### config.mk
export PLATFORM = sky130hd
export DESIGN_NAME = seven_seg_scan_driver
export DESIGN_NICKNAME = d
export VERILOG_FILES = /design/src/rtl/seven_seg_pkg.sv /design/src/rtl/bcd_seg_encoder.sv /design/src/rtl/seven_seg_scan_driver.sv
export SDC_FILE = /design/constraint.sdc
export NUM_CORES = 1
export LEC_CHECK = 0
export ABC_AREA = 1
export CAP_MARGIN = 5
export CORE_ASPECT_RATIO = 1.75
export CORE_UTILIZATION = 25
export DETAILED_ROUTE_END_ITERATION = 10
export REMOVE_ABC_BUFFERS = 1
export SLEW_MARGIN = 20
export SYNTH_ARGS = -nofsm -noshare
export SYNTH_HDL_FRONTEND = slang
export SYNTH_SLANG_ARGS = --single-unit
export TNS_END_PERCENT = 10
### constraint.sdc
create_clock -name clk -period 1.78 [get_ports clk]
set_input_delay 0.267 -clock clk [delete_from_list [all_inputs] [get_ports clk]]
set_output_delay 0.267 -clock clk [all_outputs]
set_load 0.01 [all_outputs]
### src/rtl/seven_seg_pkg.sv
// Shared constants and helpers for the 7-segment scan driver.
// Segment patterns are logical (1 = lit), ordered {g,f,e,d,c,b,a}.
package seven_seg_pkg;

    localparam int DIGIT_W = 4;

    localparam logic [6:0] SEG_0     = 7'b0111111;
    localparam logic [6:0] SEG_1     = 7'b0000110;
    localparam logic [6:0] SEG_2     = 7'b1011011;
    localparam logic [6:0] SEG_3     = 7'b1001111;
    localparam logic [6:0] SEG_4     = 7'b1100110;
    localparam logic [6:0] SEG_5     = 7'b1101101;
    localparam logic [6:0] SEG_6     = 7'b1111101;
    localparam logic [6:0] SEG_7     = 7'b0000111;
    localparam logic [6:0] SEG_8     = 7'b1111111;
    localparam logic [6:0] SEG_9     = 7'b1101111;
    localparam logic [6:0] SEG_BLANK = 7'b0000000;

    // Maps a logical "lit" bit onto the pin level for the chosen display type.
    function automatic logic apply_polarity(input logic lit, input logic active_low);
        return lit ^ active_low;
    endfunction

endpackage

### src/rtl/bcd_seg_encoder.sv
// Combinational BCD to 7-segment encoder. Codes above 9 produce a blank digit.
module bcd_seg_encoder
    import seven_seg_pkg::*;
(
    input  logic [DIGIT_W-1:0] digit,
    output logic [6:0]         seg
);

    // Lookup of the logical segment pattern for one digit.
    always_comb begin
        case (digit)
            4'd0:    seg = SEG_0;
            4'd1:    seg = SEG_1;
            4'd2:    seg = SEG_2;
            4'd3:    seg = SEG_3;
            4'd4:    seg = SEG_4;
            4'd5:    seg = SEG_5;
            4'd6:    seg = SEG_6;
            4'd7:    seg = SEG_7;
            4'd8:    seg = SEG_8;
            4'd9:    seg = SEG_9;
            default: seg = SEG_BLANK;
        endcase
    end

endmodule

### src/rtl/seven_seg_scan_driver.sv
// Time-multiplexed N-digit 7-segment driver with frame-aligned double
// buffering, leading-zero suppression and one blank cycle per digit slot.
//
// Input handshake: load is a single-cycle pulse with no back-pressure; the
// bcd/dp_in values present in that cycle are always accepted. A later load in
// the same frame overwrites an earlier one, and only the value held at the
// frame wrap (or presented on the wrap cycle itself) is displayed.
module seven_seg_scan_driver
    import seven_seg_pkg::*;
#(
    parameter int NUM_DIGITS   = 4,
    parameter int REFRESH_DIV  = 1000,
    parameter int COMMON_ANODE = 0
) (
    input  logic                          clk,
    input  logic                          rst_n,
    input  logic                          load,
    input  logic [DIGIT_W*NUM_DIGITS-1:0] bcd,
    input  logic [NUM_DIGITS-1:0]         dp_in,
    input  logic                          lz_blank,
    output logic [6:0]                    seg,
    output logic                          dp,
    output logic [NUM_DIGITS-1:0]         an,
    output logic                          frame_tick
);

    localparam int PW = $clog2(REFRESH_DIV);
    localparam int IW = (NUM_DIGITS > 1) ? $clog2(NUM_DIGITS) : 1;
    localparam int BW = DIGIT_W * NUM_DIGITS;
    localparam logic [PW-1:0] PCNT_LAST  = PW'(REFRESH_DIV - 1);
    localparam logic [IW-1:0] IDX_LAST   = IW'(NUM_DIGITS - 1);
    localparam logic          ACTIVE_LOW = (COMMON_ANODE != 0);

    logic [PW-1:0]         pcnt;
    logic [IW-1:0]         idx;
    logic [BW-1:0]         pending_bcd;
    logic [NUM_DIGITS-1:0] pending_dp;
    logic                  pending_valid;
    logic [BW-1:0]         active_bcd;
    logic [NUM_DIGITS-1:0] active_dp;
    logic                  wrap_q;

    logic                  slot_end;
    logic                  frame_wrap;
    logic [NUM_DIGITS-1:0] lz_mask;
    logic                  zero_run;
    logic [DIGIT_W-1:0]    digit_sel;
    logic                  dp_sel;
    logic                  lz_suppress;
    logic [6:0]            enc_seg;
    logic [6:0]            seg_lit;
    logic [6:0]            seg_next;
    logic                  dp_next;
    logic [NUM_DIGITS-1:0] an_next;

    assign slot_end   = (pcnt == PCNT_LAST);
    assign frame_wrap = slot_end && (idx == IDX_LAST);

    // Prescaler and digit index; wrap_q remembers that the current state is
    // the first slot of a fresh frame so frame_tick lines up with new data.
    always_ff @(posedge clk or negedge rst_n) begin
        if (!rst_n) begin
            pcnt   <= '0;
            idx    <= '0;
            wrap_q <= 1'b0;
        end else begin
            wrap_q <= frame_wrap;
            if (slot_end) begin
                pcnt <= '0;
                idx  <= (idx == IDX_LAST) ? '0 : idx + 1'b1;
            end else begin
                pcnt <= pcnt + 1'b1;
            end
        end
    end

    // Double buffer: loads land in pending; active only changes at the wrap,
    // taking the live inputs directly when a load coincides with the wrap.
    always_ff @(posedge clk or negedge rst_n) begin
        if (!rst_n) begin
            pending_bcd   <= '0;
            pending_dp    <= '0;
            pending_valid <= 1'b0;
            active_bcd    <= '0;
            active_dp     <= '0;
        end else if (frame_wrap) begin
            pending_valid <= 1'b0;
            if (load) begin
                active_bcd <= bcd;
                active_dp  <= dp_in;
            end else if (pending_valid) begin
                active_bcd <= pending_bcd;
                active_dp  <= pending_dp;
            end
        end else if (load) begin
            pending_bcd   <= bcd;
            pending_dp    <= dp_in;
            pending_valid <= 1'b1;
        end
    end

    // Leading-zero mask: a digit is suppressed when it and every more
    // significant digit are zero; digit 0 always stays visible.
    always_comb begin
        lz_mask  = '0;
        zero_run = 1'b1;
        for (int k = NUM_DIGITS - 1; k >= 0; k--) begin
            zero_run   = zero_run && (active_bcd[k*DIGIT_W +: DIGIT_W] == '0);
            lz_mask[k] = lz_blank && zero_run && (k != 0);
        end
    end

    // Select the digit, decimal point and suppression flag addressed by idx.
    always_comb begin
        digit_sel   = '0;
        dp_sel      = 1'b0;
        lz_suppress = 1'b0;
        for (int i = 0; i < NUM_DIGITS; i++) begin
            if (idx == IW'(i)) begin
                digit_sel   = active_bcd[i*DIGIT_W +: DIGIT_W];
                dp_sel      = active_dp[i];
                lz_suppress = lz_mask[i];
            end
        end
    end

    bcd_seg_encoder u_enc (
        .digit (digit_sel),
        .seg   (enc_seg)
    );

    assign seg_lit = lz_suppress ? SEG_BLANK : enc_seg;

    // Pin-level next values; digit enables stay off while pcnt is 0.
    always_comb begin
        seg_next = '0;
        an_next  = '0;
        for (int b = 0; b < 7; b++) begin
            seg_next[b] = apply_polarity(seg_lit[b], ACTIVE_LOW);
        end
        dp_next = apply_polarity(dp_sel, ACTIVE_LOW);
        for (int i = 0; i < NUM_DIGITS; i++) begin
            an_next[i] = apply_polarity((pcnt != '0) && (idx == IW'(i)), ACTIVE_LOW);
        end
    end

    // Output registers; reset drives every pin to its inactive level.
    always_ff @(posedge clk or negedge rst_n) begin
        if (!rst_n) begin
            seg        <= {7{ACTIVE_LOW}};
            dp         <= ACTIVE_LOW;
            an         <= {NUM_DIGITS{ACTIVE_LOW}};
            frame_tick <= 1'b0;
        end else begin
            seg        <= seg_next;
            dp         <= dp_next;
            an         <= an_next;
            frame_tick <= wrap_q;
        end
    end

endmodule

==> metrics.cfg <==
[finish]
final_nets = 477
finalCoreUtilization_pct = 35.7
area_growth_syn_to_layout_pct = 38.0
total_area_of_sequential_cells_um2 = 1680
filler_cell_count = 1329
diodes = 0
multiInputGateArea_um2 = 1740
drive_above_1_share_pct = 28.4

[flow_run]
maxCapViolCount = 0

[route]
wl_mm = 7.67
detail-route-antenna-nets = 0
via_count = 2700
firstDrtPassIters = 4
routed_via_density = 4.37
detail_route.iter0.violations = 103
post_drt_wl_per_cell_um = 12.4
drc_errors = 0

[global_routing]
maximum_number_of_pins_on_one_net_before_global_route_repair = 68
grt_usage_pct = 11.7
grt_antenna_before_repair = 0
first_pass_grt_wire_length_mm = 12.9
grt_pass1_vias = 2829
grt_overflow_total = 0

[critical_path]
worst-setup-path-type = reg -> reg
cp.arrival_ps = 1950
timing.critical_path.from_type = flop
critical_path_peak_fanout = 5
endpoint_kind = flop
cp.required_ps = 2000

[sta]
report.final.slew_viol_count = 0
finalClockSkew_ps = 6.03
finalWorstPathRequiredPeriod_ps = 1730
worst_pin_slew_ps = 798
final_min_period_over_clock_period_pct = 97.2
relSlewSlack_pct = 46.6
number_of_endpoints_failing_setup_at_the_final_stage = 0
grt_setup_unrepaired = true
timing_hold_violations_final = 0
worst_slack_ps = 49.4
setup_total_negative_slack_ps = 0
fmaxAchievable_mhz = 578

[die]
number_of_top_level_design_ports = 37
std_cell_rows = 55
floorplan.die_area_um2 = 14000
die_w_um = 90.0
die-height_um = 156
floorplan.initialDensity_pct = 25.9
core_um2 = 13100

[synthesis]
synth.yosys.seq_area_share_pct = 49.5
synth.area.top_cells = sky130_fd_sc_hd__dfrtp_1 (50%), sky130_fd_sc_hd__nand2_1 (12%), sky130_fd_sc_hd__mux2i_1 (5.9%)
synthDistinctLibCells = 27
syn_avg_cell_area_um2 = 8.91
number_of_synthesized_register_bits = 67
synth_top_area_cell = sky130_fd_sc_hd__dfrtp_1
async_flop_share_pct = 100
post_synth_inst_count = 380
synth_flop_cell = sky130_fd_sc_hd__dfrtp_1
ys_warn_count = 0
synth_top_cell_area_share_pct = 49.5
synth.cells.most_frequent = sky130_fd_sc_hd__nand2_1 (106), sky130_fd_sc_hd__dfrtp_1 (67), sky130_fd_sc_hd__nor2_1 (42), sky130_fd_sc_hd__inv_1 (28), sky130_fd_sc_hd__o21ai_0 (27)
synth-edff-count = 0
synth.most_common_cell = sky130_fd_sc_hd__nand2_1
netlist_area_um2 = 3390

[power_and_ir_drop]
p_leak_nw = 2.23
worst_ir_drop_vdd_mv = 0.421
cell_area_power_density_nw_per_um2 = 792
total_power_w = 0.00370

[place]
post-dp-hpwl_mm = 5.36
pre_cts_setup_slack_ps = -300
buffer_ports.inserted = 36
placer_s_final_routability_congestion_estimate = 0.804

[cts]
tritoncts_clock_tree = built
number_of_clock_buffers_inserted_by_tritoncts = 9
clkSlewWorstSetupHoldPaths_ps = 50
cts_num_sinks = 67
root_buffer = sky130_fd_sc_hd__clkbuf_16
clock_tree.htree_level_count = 3
clockBufferDepth = 2
clk_latency_ps = 330

[outcome]
outcome = complete, no violations

[min_path]
timing.hold.worst.class = reg -> reg

## through the flow
step           instance area (um2)  hold slack [ps]  cells
6_report                      4670              348    618
2_1_floorplan                 3280            -28.6    366
3_3_place_gp                  4020              313    594
5_1_grt                       4670              370    618
3_5_place_dp                  4020              316    594
4_1_cts                       4490              352    616
## metal layers
metal  vias up  routed length, um  GRT usage, %
li1       1343                  -             -
met1      1289               2950          11.9
met2        47               4290          21.8
met3        21                241          3.02
met4         0                188          6.14
met5         -                  0             0
## layout by cell type, fill, tap and decap left out, drive strengths merged
cell type	netlist	layout
a21oi	12	12
buf	12	28
bufinv	0	2
clkbuf	2	12
clkdlybuf4s50	0	35
clkinv	0	2
dfrtp	67	67
dlygate4sd3	0	1
ha	11	11
inv	31	31
mux2i	20	20
nand2	111	111
nand3	11	11
nand3b	1	1
nand4	1	1
nor2	45	45
nor3	3	3
nor3b	1	1
nor4	2	2
o21ai	48	49
or2	1	1
xnor2	1	1
## cell type report
| cell class | count | area share [%] |
|---|---|---|
| Sequential cell | 67 | 35.9 |
| Inverter | 31 | 2.70 |
| Multi-Input combinational cell | 269 | 37.2 |
| Clock buffer | 12 | 5.28 |
| Timing Repair Buffer | 64 | 12.7 |
| Tap cell | 171 | 4.58 |
| Clock inverter | 4 | 1.58 |
## state kept, by name, indices dropped and copies added, names as in the netlist, 2 cells and up
register,flops
idx,2
an,4
seg,7
pending_dp,4
pending_bcd,16
active_bcd,16
active_dp,4
pcnt,10
## critical path, cell delays in order (launching register included)
cell and delay, ps:
sky130_fd_sc_hd__dfrtp_2 460, sky130_fd_sc_hd__inv_4 100, sky130_fd_sc_hd__ha_4 160, sky130_fd_sc_hd__inv_4 60, sky130_fd_sc_hd__buf_4 140, sky130_fd_sc_hd__nor2_1 120, sky130_fd_sc_hd__nor2_2 70, sky130_fd_sc_hd__a21oi_2 180
sky130_fd_sc_hd__buf_4 140, sky130_fd_sc_hd__nor2_2 40, sky130_fd_sc_hd__nor2_2 110, sky130_fd_sc_hd__nor2_2 40
## path summary, 6_finish.rpt
| check | startpoint | end | slack, ps | depth (start not counted) |
|---|---|---|---|---|
| worst max register to register | idx[0] | seg[3] | 50 | 11 |
| worst min-delay path | wrap_q | frame_tick | 350 | 0 |
| max in group asynchronous | rst_n | idx[0] | 980 | 3 |
| min in group asynchronous | rst_n | pcnt[2] | 490 | 3 |
| worst min register to register | wrap_q | frame_tick | 350 | 0 |
| worst max-delay path | idx[0] | seg[3] | 50 | 11 |
## report_power, final
part           internal [W]  switching, W
Combinational     0.0000995      0.000119
Sequential          0.00156     0.0000183
Clock               0.00126      0.000633
## logic make-up after synthesis
kind of cell / share of synthesized area, %
mux: 5.91
fa+ha+maj: 4.06
simple gates: 22.1
flops: 49.5
buf+inv: 6.69
compound gates: 11.4
xor+xnor: 0.259
## what timing repair did
action | CTS | global route
hold endpoints to repair | 67 | 0
pin swaps | 12 | 18
gates cloned | 1 | 0
hold buffers | 1 | 0
buffers inserted | 4 | 2
setup endpoints to repair | 12 | 14
gates resized for setup | 28 | 46
Note: power is estimated with default switching activity, not from simulation.
